## config.mk

```make
export PLATFORM = sky130hd
export DESIGN_NAME = rgb_led_array_pwm
export DESIGN_NICKNAME = d
export VERILOG_FILES = /design/src/rtl/rgb_led_array_pwm.sv
export SDC_FILE = /design/constraint.sdc
export NUM_CORES = 1
export LEC_CHECK = 0
export BUFFER_PORTS_ARGS = -buffer_cell sky130_fd_sc_hd__clkbuf_2
export CORE_MARGIN = 4
export CORE_UTILIZATION = 45
export CTS_BUF_LIST = sky130_fd_sc_hd__clkbuf_16
export DETAILED_ROUTE_END_ITERATION = 7
export PLACE_DENSITY = 0.67
export SYNTH_ARGS = -nofsm -noshare
export SYNTH_HDL_FRONTEND = slang
export SYNTH_SLANG_ARGS = --single-unit
```

## constraint.sdc

```tcl
create_clock -name clk -period 4.66 [get_ports clk]
set_clock_uncertainty 0.1 [all_clocks]
set_input_delay 0 -clock clk [delete_from_list [all_inputs] [get_ports clk]]
set_output_delay 0 -clock clk [all_outputs]
set_load 0.005 [all_outputs]
```

## src/rtl/rgb_led_array_pwm.sv

```systemverilog
// Multi-LED RGB PWM driver: offloads changed per-LED HSL words to an external
// HSL-to-RGB converter over AXI4-S and turns the returned RGB words into PWM duty.
module rgb_led_array_pwm #(
  parameter int NR_OF_LEDS_P    = 4,
  parameter int COLOR_WIDTH_P   = 8,
  parameter int TID_BIT_WIDTH_P = 4,
  parameter int FADE_PRESCALE_P = 1024
) (
  input  logic                                      clk,
  input  logic                                      rst_n,
  output logic [NR_OF_LEDS_P-1:0]                   pwm_red,
  output logic [NR_OF_LEDS_P-1:0]                   pwm_green,
  output logic [NR_OF_LEDS_P-1:0]                   pwm_blue,
  input  logic [NR_OF_LEDS_P*3*COLOR_WIDTH_P-1:0]   cr_hsl,
  input  logic                                      cr_fade_enable,
  input  logic                                      axi4s_o_tready,
  output logic                                      axi4s_o_tvalid,
  output logic [3*COLOR_WIDTH_P-1:0]                axi4s_o_tdata,
  output logic [TID_BIT_WIDTH_P-1:0]                axi4s_o_tid,
  output logic                                      axi4s_i_tready,
  input  logic                                      axi4s_i_tvalid,
  input  logic [3*COLOR_WIDTH_P-1:0]                axi4s_i_tdata,
  input  logic [TID_BIT_WIDTH_P-1:0]                axi4s_i_tid
);

  localparam int NL    = NR_OF_LEDS_P;
  localparam int CW    = COLOR_WIDTH_P;
  localparam int HW    = 3 * COLOR_WIDTH_P;
  localparam int IDX_W = (NL > 1) ? $clog2(NL) : 1;
  localparam int PS_W  = (FADE_PRESCALE_P > 1) ? $clog2(FADE_PRESCALE_P) : 1;

  typedef enum logic [0:0] {
    IDLE = 1'b0,
    SEND = 1'b1
  } state_t;

  state_t                     state_q, state_d;
  logic [IDX_W-1:0]           sel_q, sel_d;
  logic [IDX_W-1:0]           rr_ptr_q, rr_ptr_d;
  logic                       o_tvalid_q, o_tvalid_d;
  logic [HW-1:0]              o_tdata_q, o_tdata_d;
  logic [TID_BIT_WIDTH_P-1:0] o_tid_q, o_tid_d;
  logic                       i_tready_q, i_tready_d;
  logic                       handshake;

  logic [HW-1:0]              hsl_word [NL];
  logic [HW-1:0]              sent_hsl_q [NL];
  logic [HW-1:0]              sent_hsl_d [NL];
  logic [HW-1:0]              target_q [NL];
  logic [HW-1:0]              target_d [NL];
  logic [HW-1:0]              duty_q [NL];
  logic [HW-1:0]              duty_d [NL];
  logic [NL-1:0]              pending;

  logic                       any_pending;
  logic [IDX_W-1:0]           arb_idx;
  logic [IDX_W:0]             scan_idx;

  logic [CW-1:0]              pwm_cnt_q, pwm_cnt_d;
  logic [PS_W-1:0]            presc_q, presc_d;
  logic                       fade_step;
  logic [NL-1:0]              pwm_red_q, pwm_red_d;
  logic [NL-1:0]              pwm_green_q, pwm_green_d;
  logic [NL-1:0]              pwm_blue_q, pwm_blue_d;

  // Moves each colour one step toward its target, saturating at the target.
  function automatic logic [HW-1:0] next_duty(
    input logic [HW-1:0] duty,
    input logic [HW-1:0] tgt,
    input logic          fade_en,
    input logic          step
  );
    logic [CW-1:0] d_c;
    logic [CW-1:0] t_c;
    next_duty = duty;
    if (!fade_en) begin
      next_duty = tgt;
    end else if (step) begin
      for (int c = 0; c < 3; c++) begin
        d_c = duty[c*CW +: CW];
        t_c = tgt[c*CW +: CW];
        if (d_c < t_c) begin
          next_duty[c*CW +: CW] = d_c + 1'b1;
        end else if (d_c > t_c) begin
          next_duty[c*CW +: CW] = d_c - 1'b1;
        end
      end
    end
  endfunction

  genvar gi;
  generate
    for (gi = 0; gi < NL; gi++) begin : g_led
      assign hsl_word[gi]   = cr_hsl[gi*HW +: HW];
      assign pending[gi]    = (hsl_word[gi] != sent_hsl_q[gi]);
      // Record what was actually transmitted, not the live register.
      assign sent_hsl_d[gi] = (handshake && (sel_q == IDX_W'(gi))) ? o_tdata_q : sent_hsl_q[gi];
      // Out-of-range TIDs never match any LED and are dropped here.
      assign target_d[gi]   = (axi4s_i_tvalid && i_tready_q &&
                               (axi4s_i_tid == TID_BIT_WIDTH_P'(gi))) ? axi4s_i_tdata : target_q[gi];
      assign duty_d[gi]     = next_duty(duty_q[gi], target_q[gi], cr_fade_enable, fade_step);
      assign pwm_red_d[gi]   = (pwm_cnt_q < duty_q[gi][CW-1:0]);
      assign pwm_green_d[gi] = (pwm_cnt_q < duty_q[gi][2*CW-1:CW]);
      assign pwm_blue_d[gi]  = (pwm_cnt_q < duty_q[gi][HW-1:2*CW]);
    end
  endgenerate

  // Round-robin pick: first pending LED at or after rr_ptr, wrapping.
  always_comb begin
    any_pending = 1'b0;
    arb_idx     = '0;
    scan_idx    = '0;
    for (int k = 0; k < NL; k++) begin
      scan_idx = {1'b0, rr_ptr_q} + (IDX_W+1)'(k);
      if (scan_idx >= (IDX_W+1)'(NL)) begin
        scan_idx = scan_idx - (IDX_W+1)'(NL);
      end
      if (!any_pending && pending[scan_idx[IDX_W-1:0]]) begin
        any_pending = 1'b1;
        arb_idx     = scan_idx[IDX_W-1:0];
      end
    end
  end

  always_comb begin
    state_d    = state_q;
    sel_d      = sel_q;
    rr_ptr_d   = rr_ptr_q;
    o_tvalid_d = o_tvalid_q;
    o_tdata_d  = o_tdata_q;
    o_tid_d    = o_tid_q;
    handshake  = 1'b0;
    case (state_q)
      IDLE: begin
        if (any_pending) begin
          sel_d      = arb_idx;
          o_tdata_d  = hsl_word[arb_idx];
          o_tid_d    = TID_BIT_WIDTH_P'(arb_idx);
          o_tvalid_d = 1'b1;
          state_d    = SEND;
        end
      end
      SEND: begin
        if (axi4s_o_tready) begin
          handshake  = 1'b1;
          o_tvalid_d = 1'b0;
          rr_ptr_d   = (sel_q == IDX_W'(NL-1)) ? '0 : sel_q + 1'b1;
          state_d    = IDLE;
        end
      end
      default: state_d = IDLE;
    endcase
  end

  assign i_tready_d = 1'b1;
  assign fade_step  = (presc_q == PS_W'(FADE_PRESCALE_P-1));
  assign presc_d    = fade_step ? '0 : presc_q + 1'b1;
  assign pwm_cnt_d  = pwm_cnt_q + 1'b1;

  always_ff @(posedge clk or negedge rst_n) begin
    if (!rst_n) begin
      state_q     <= IDLE;
      sel_q       <= '0;
      rr_ptr_q    <= '0;
      o_tvalid_q  <= 1'b0;
      o_tdata_q   <= '0;
      o_tid_q     <= '0;
      i_tready_q  <= 1'b0;
      pwm_cnt_q   <= '0;
      presc_q     <= '0;
      pwm_red_q   <= '0;
      pwm_green_q <= '0;
      pwm_blue_q  <= '0;
      for (int i = 0; i < NL; i++) begin
        sent_hsl_q[i] <= '0;
        target_q[i]   <= '0;
        duty_q[i]     <= '0;
      end
    end else begin
      state_q     <= state_d;
      sel_q       <= sel_d;
      rr_ptr_q    <= rr_ptr_d;
      o_tvalid_q  <= o_tvalid_d;
      o_tdata_q   <= o_tdata_d;
      o_tid_q     <= o_tid_d;
      i_tready_q  <= i_tready_d;
      pwm_cnt_q   <= pwm_cnt_d;
      presc_q     <= presc_d;
      pwm_red_q   <= pwm_red_d;
      pwm_green_q <= pwm_green_d;
      pwm_blue_q  <= pwm_blue_d;
      for (int i = 0; i < NL; i++) begin
        sent_hsl_q[i] <= sent_hsl_d[i];
        target_q[i]   <= target_d[i];
        duty_q[i]     <= duty_d[i];
      end
    end
  end

  assign axi4s_o_tvalid = o_tvalid_q;
  assign axi4s_o_tdata  = o_tdata_q;
  assign axi4s_o_tid    = o_tid_q;
  assign axi4s_i_tready = i_tready_q;
  assign pwm_red        = pwm_red_q;
  assign pwm_green      = pwm_green_q;
  assign pwm_blue       = pwm_blue_q;

endmodule

```

## After elaboration in Yosys (flattened, before gate mapping)

Cells that the tools add are included.

| cells by class | value |
|---|---|
| add/subtract/negate cells | 34 |
| $lt $le $gt $ge | 45 |
| equal/unequal tests | 26 |
| muxes and demuxes | 65 |
| bitwise operators | 2 |
| reduce and logical (&&, ||, !) cells | 32 |

Operators by type and width:

| operator | count |
|---|---|
| $mux 24 | 10 |
| $lt 8x8->1 | 24 |
| $mux 8 | 24 |
| $add 8x1->8 const B | 13 |
| $gt 8x8->1 | 12 |
| $ne 24x24->1 | 4 |
| $sub 8x1->8 const B | 12 |
| $bmux 24 s2 | 1 |
| $ne 3x1->1 const B | 12 |
| $reduce_and 2->1 | 15 |
| $mux 2 | 9 |
| $mux 1 | 14 |
| $ge 3x3->1 const B | 4 |
| $logic_and 1x1->1 | 12 |
| $lt 2x3->1 const B | 4 |
| $add 10x1->10 const B | 1 |
| $eq 10x10->1 const B | 1 |
| $mux 10 | 1 |
| $bmux 1 s2 | 4 |
| $eq 4x2->1 const B | 2 |
| $sub 2x1->2 const B | 4 |
| $add 2x2->3 const B | 2 |
| $eq 2x2->1 const B | 2 |
| $eq 4x1->1 const B | 1 |
| other kinds (12) | 16 |

| word-level totals | value |
|---|---|
| register bits | 349 |
| bits of input ports | 129 |
| output and inout port bits | 42 |
| logic and storage cells | 235 |

## Logic depth before layout (Yosys ltp)

| logic depth | value |
|---|---|
| depth in word-level cells | 18 |
| mapped depth | 16 |

## Least setup slack after synthesis

OpenSTA, ideal clock, no wires.

| path | value |
|---|---|
| path kind | reg-to-reg |
| start point | register duty_q[89] (netlist name) |
| end point | register duty_q[95] (netlist name) |
| setup time | 0.090 ns |
| arrival | 3.134 ns |
| required time | 4.470 ns |
| path slack | 1.335 ns |
| stages on the path, launching flop included | 16 |
| buffers on the path | 0 |
| clock period less this slack | 3.325 ns |
| path through | dfrtp_1 ha_1 nor2b_1 o21a_1 o21ai_0 a21oi_1 nand2b_1 ha_1 a21o_1 a21oi_1 o21bai_1 a21oi_1 o21ai_0 xnor2_1 mux2_2 o221ai_1 |

| between the ends | value |
|---|---|
| longest elaborated chain between the ends | 5 |

Ends and longest elaborated chain:

| item | line | RTL |
|---|---|---|
| start: declaration | 51 | `logic [HW-1:0] duty_q [NL];` |
| start signal: indexed assignment | 195 | `duty_q[i] <= duty_d[i];` |
| $sub 8x1->8 | 85 | `next_duty[c*CW +: CW] = d_c - 1'b1;` |
| $mux 8 | 84 | `end else if (d_c > t_c) begin` |
| $mux 8 | 82 | `if (d_c < t_c) begin` |
| $mux 24 | 78 | `end else if (step) begin` |
| $mux 24 | 76 | `if (!fade_en) begin` |

Several ways; a longest one is shown, not always the timed one. The select of a mux whose other input is x is not followed.
A chain may end at the register's enable or synchronous reset.

## Worst setup path after layout

| path | value |
|---|---|
| start point | register sent_hsl_q[76] (netlist name) |
| end point | register o_tdata_q[12], in the netlist axi4s_o_tdata[12] |

| between the ends | value |
|---|---|
| longest elaborated chain between the ends | 17 |

Ends and longest elaborated chain:

| item | line | RTL |
|---|---|---|
| start: declaration | 47 | `logic [HW-1:0] sent_hsl_q [NL];` |
| start signal: indexed assignment | 193 | `sent_hsl_q[i] <= sent_hsl_d[i];` |
| $ne 24x24->1 * | 95 | `assign pending[gi] = (hsl_word[gi] != sent_hsl_q[gi]);` |
| $bmux 1 s2 | 118 | `if (!any_pending && pending[scan_idx[IDX_W-1:0]]) begin` |
| $mux 1 (not written as such) | 118 |  |
| $mux 1 | 118 |  |
| $logic_not 1->1 | 118 |  |
| $logic_and 1x1->1 | 118 |  |
| $mux 1 | 118 |  |
| $logic_not 1->1 | 118 |  |
| $logic_and 1x1->1 | 118 |  |
| $mux 1 | 118 |  |
| $logic_not 1->1 | 118 |  |
| $logic_and 1x1->1 | 118 |  |
| $mux 2 | 118 |  |
| $not 2->3 (not written as such) | 137 | `o_tdata_d = hsl_word[arb_idx];` |
| $bmux 24 s2 | 137 |  |
| $mux 24 (not written as such) (2 in series) | 137 |  |
| end signal: assignment | 184 | `o_tdata_q <= o_tdata_d;` |
| end: declaration | 41 | `logic [HW-1:0] o_tdata_q, o_tdata_d;` |

Every way passes the cells marked *; elsewhere a longest branch is shown, timed or not. The select of a mux whose other input is x is not followed.

==> results.ini <==
[logic_synthesis]
yosysMostFrequentCell = dfrtp_1
netlist_area_um2 = 22800
ys_seq_elements = 349
ys_types = 47
synthAdderAreaFrac_pct = 15.5
synth_xor_area_share_pct = 7.42
synth_area_leaders = dfrtp_1, ha_1, mux2_2
ys_warn_count = 0
synth_top_family_by_area = adder cells
muxShareOfSynthArea_pct = 11.2
yosys.area_share.simple_pct = 7.78
syn_inst = 2238
synth_top_area_share_pct = 38.4
synth_common_cells = dfrtp_1, ha_1, a21oi_1, inv_1, mux2_2
synth_compound_area_share_pct = 14.7
synth_ff_type = dfrtp_1
postSynthAreaPerCell_um2 = 10.2
synth-seq-area-share_pct = 38.4
synth_top_area_cell = dfrtp_1
synth_edf_count = 0
synthArstFlopShare_pct = 100

[finish]
syn2layout_area_growth_pct = 17.8
regArea_um2 = 8730
final_area_um2 = 26800
drive_above_1_share_pct = 18.0
final_nets = 2909
multi_input_area_um2 = 12900
nFillCells = 4412

[clock_network]
cts_buffers = 42
cts_setup_buffers = 0
cts-root-buf = clkbuf_16
clkTransAtPathRegs_ns = 0.06
cts.sinks = 349
cts_tree = done
clk_latency_ns = 0.58
cts.path.max_buffers = 3
htreeDepth = 2

[timing]
setup_violations = 0
slew_headroom_pct = 19.4
period_share_pct = 92.8
rsz0062_at_grt = false
finalHoldViolCount = 23
period_needed_ns = 4.32
fin_setup_tns_ns = 0
tightest_slew_ns = 1.21
fin_hold_ws_ns = -0.0545
timing.fmax_mhz = 231
report.final.slew_viol_count = 0

[worst_setup_path]
crit_chain = xor2_1 -> nor4_1 -> nand4_1 -> o22ai_1 -> o22a_1 -> nand2b_2 -> buf_6 -> mux2i_1 -> dlygate4sd3_1 -> o221ai_2 -> dlygate4sd3_1
cp_slowest_cell = dlygate4sd3_1
r2r_end = axi4s_o_tdata[12]$_DFFE_PN0P_
reg2regPathDepth = 11
r2r_slack_ns = 0.34
path_buf_inv = 3
cp_max_fo = 31
cp-end-kind = flip-flop
crit_required_ns = 5.01
cp-start-kind = flip-flop
max_stage_delay_ns = 0.61
crit_type = flip-flop to flip-flop
reg2reg_from = sent_hsl_q[76]$_DFFE_PN0P_
crit_top_cell = dlygate4sd3_1
path_depth = 11
critPathArrivalTime_ns = 4.68
crit_family = buffers and inverters

[power]
internal_power_mw = 9.17
p_leak_nw = 13.2
clockPowerShare_pct = 22.9
p_comb_share_pct = 45.1
swShare_pct = 37.2
peakVddDrop_uv = 282
p_sw_mw = 5.43
powerDensity_nw_per_um2 = 544
pwr-share-seq_pct = 32.0

[min_path]
holdCritPathClass = input pin to async pin

[placement]
placed_cell_area_um2 = 24300
gp_congestion = 0.860
io_buffers = 168
hpwlAfterDp_mm = 39.2

[die]
ios = 171
fp.dieW_um = 233
core_area_um2 = 50100
die_area_um2 = 54300
initial_core_util_pct = 45.5
row_count = 82
die_h_um = 233

[global_route]
grt_usage_pct = 20.8
grt_max_degree = 120
grt_first_pass_wirelength_mm = 91.3
grt_pass1_vias = 17600
gr-total-overflow = 0
grt_antenna_before_repair = 5

[route]
route.top_layer_used = met4
wl_per_cell_um = 17.8
viasPerCell = 5.35
drt-initial-drc-count = 984
wl_met3_mm = 2.41
dr.pass1.iters = 5
ant_nets = 0
drc = 0
m1WireLength_mm = 25.6
vias = 17200
met2_length_mm = 27.1
wirelength_mm = 57.0

[run_status]
violations = negative hold slack
status = complete, but fails checks

[job]
maxCapViolations = 0

[cell type report]
class                           count  area share (%)
Sequential cell                   349            32.6
Inverter                          209            2.93
Multi-Input combinational cell   1607            48.2
Clock inverter                     31            1.17
Antenna cell                        5          0.0467
Tap cell                          672            3.14
Clock buffer                       43            4.01
Timing Repair Buffer              297            7.99
[worst max path at each step]
stage / from / endpoint / slack, ns
CTS: sent_hsl_q[43]$_DFFE_PN0P_ / axi4s_o_tdata[11]$_DFFE_PN0P_ / 0.32
floorplan: duty_q[89]$_DFFE_PN0P_ / duty_q[95]$_DFFE_PN0P_ / 1.34
finish: sent_hsl_q[76]$_DFFE_PN0P_ / axi4s_o_tdata[12]$_DFFE_PN0P_ / 0.34
detailed placement: duty_q[33]$_DFFE_PN0P_ / duty_q[39]$_DFFE_PN0P_ / 1.01
global route: sent_hsl_q[91]$_DFFE_PN0P_ / axi4s_o_tdata[12]$_DFFE_PN0P_ / 0.13
global placement: duty_q[89]$_DFFE_PN0P_ / duty_q[95]$_DFFE_PN0P_ / 1.13
[metal layers]
| layer | vias to the layer above | GRT usage [%] |
|---|---|---|
| met5 | - | 0 |
| met4 | 0 | 7.45 |
| met3 | 110 | 3.02 |
| met2 | 369 | 34.4 |
| met1 | 8349 | 27.9 |
| li1 | 8371 | - |
[power groups by stage]
| stage | Clock (mW) | Sequential (mW) | Combinational [mW] |
|---|---|---|---|
| floorplan | 0 | 4.47 | 4.98 |
| global placement | 0 | 4.66 | 6.01 |
| detailed placement | 0 | 4.70 | 6.26 |
| CTS | 3.42 | 4.65 | 6.56 |
| global route | 3.53 | 4.78 | 7.40 |
| finish | 3.34 | 4.67 | 6.59 |
[cell families after synthesis]
| family | count (synthesis) |
|---|---|
| simple gates | 388 |
| compound gates | 517 |
| fa+ha+maj | 274 |
| other cells | 2 |
| xor+xnor | 193 |
| buf+inv | 283 |
| flops | 349 |
| mux | 232 |
[sequential cells by signal, indices dropped and copies added, names as in the netlist, 2 cells and up]
| signal | cells |
|---|---|
| rr_ptr_q | 2 |
| pwm_cnt_q | 8 |
| presc_q | 10 |
| pwm_red | 4 |
| sel_q | 2 |
| target_q | 96 |
| duty_q | 96 |
| axi4s_o_tdata | 24 |
| pwm_green | 4 |
| pwm_blue | 4 |
| sent_hsl_q | 96 |
[timing repair]
item	4_1_cts	5_1_grt
hold endpoints to repair	347	0
resized for setup	0	2
hold buffers	110	0
setup endpoints to repair	0	4
[per-stage QoR]
step / hold slack, ns / setup WS [ns] / util [%] / total power, mW / instances
2_1_floorplan: -0.396 / 1.34 / - / 9.46 / 2239
3_5_place_dp: -0.0411 / 1.01 / 48.5 / 11.0 / 3024
3_3_place_gp: -0.0370 / 1.13 / 48.5 / 10.7 / 3024
6_report: -0.0545 / 0.338 / 53.6 / 14.6 / 3213
4_1_cts: 0.00946 / 0.321 / 53.5 / 14.6 / 3208
5_1_grt: 0.0301 / 0.133 / 53.6 / 15.7 / 3213
[layout by cell type, fill, tap and decap left out, types with 5 or more instances in the layout]
master,netlist,layout
dfrtp_1,349,349
ha_1,262,262
a21oi_1,228,228
inv_1,209,215
mux2_2,184,184
clkbuf_2,0,166
nor2_1,159,159
xnor2_1,128,128
a21o_1,120,120
dlygate4sd3_1,0,110
nand2_1,98,98
xor2_1,65,65
o21ai_0,62,62
mux2i_1,48,48
clkbuf_16,0,43
nand4_1,41,41
nand2b_1,27,26
o21bai_1,25,25
nand3_1,25,23
o221ai_2,19,19
o221ai_1,17,17
buf_4,5,15
o21a_1,13,13
o211ai_1,13,13
nor2b_1,12,12
a311oi_1,12,12
fa_1,12,12
nor4_1,11,10
clkinv_1,0,9
diode_2,0,5
bufinv_16,0,5
clkinv_2,0,5
(Power assumes the default switching activity.)
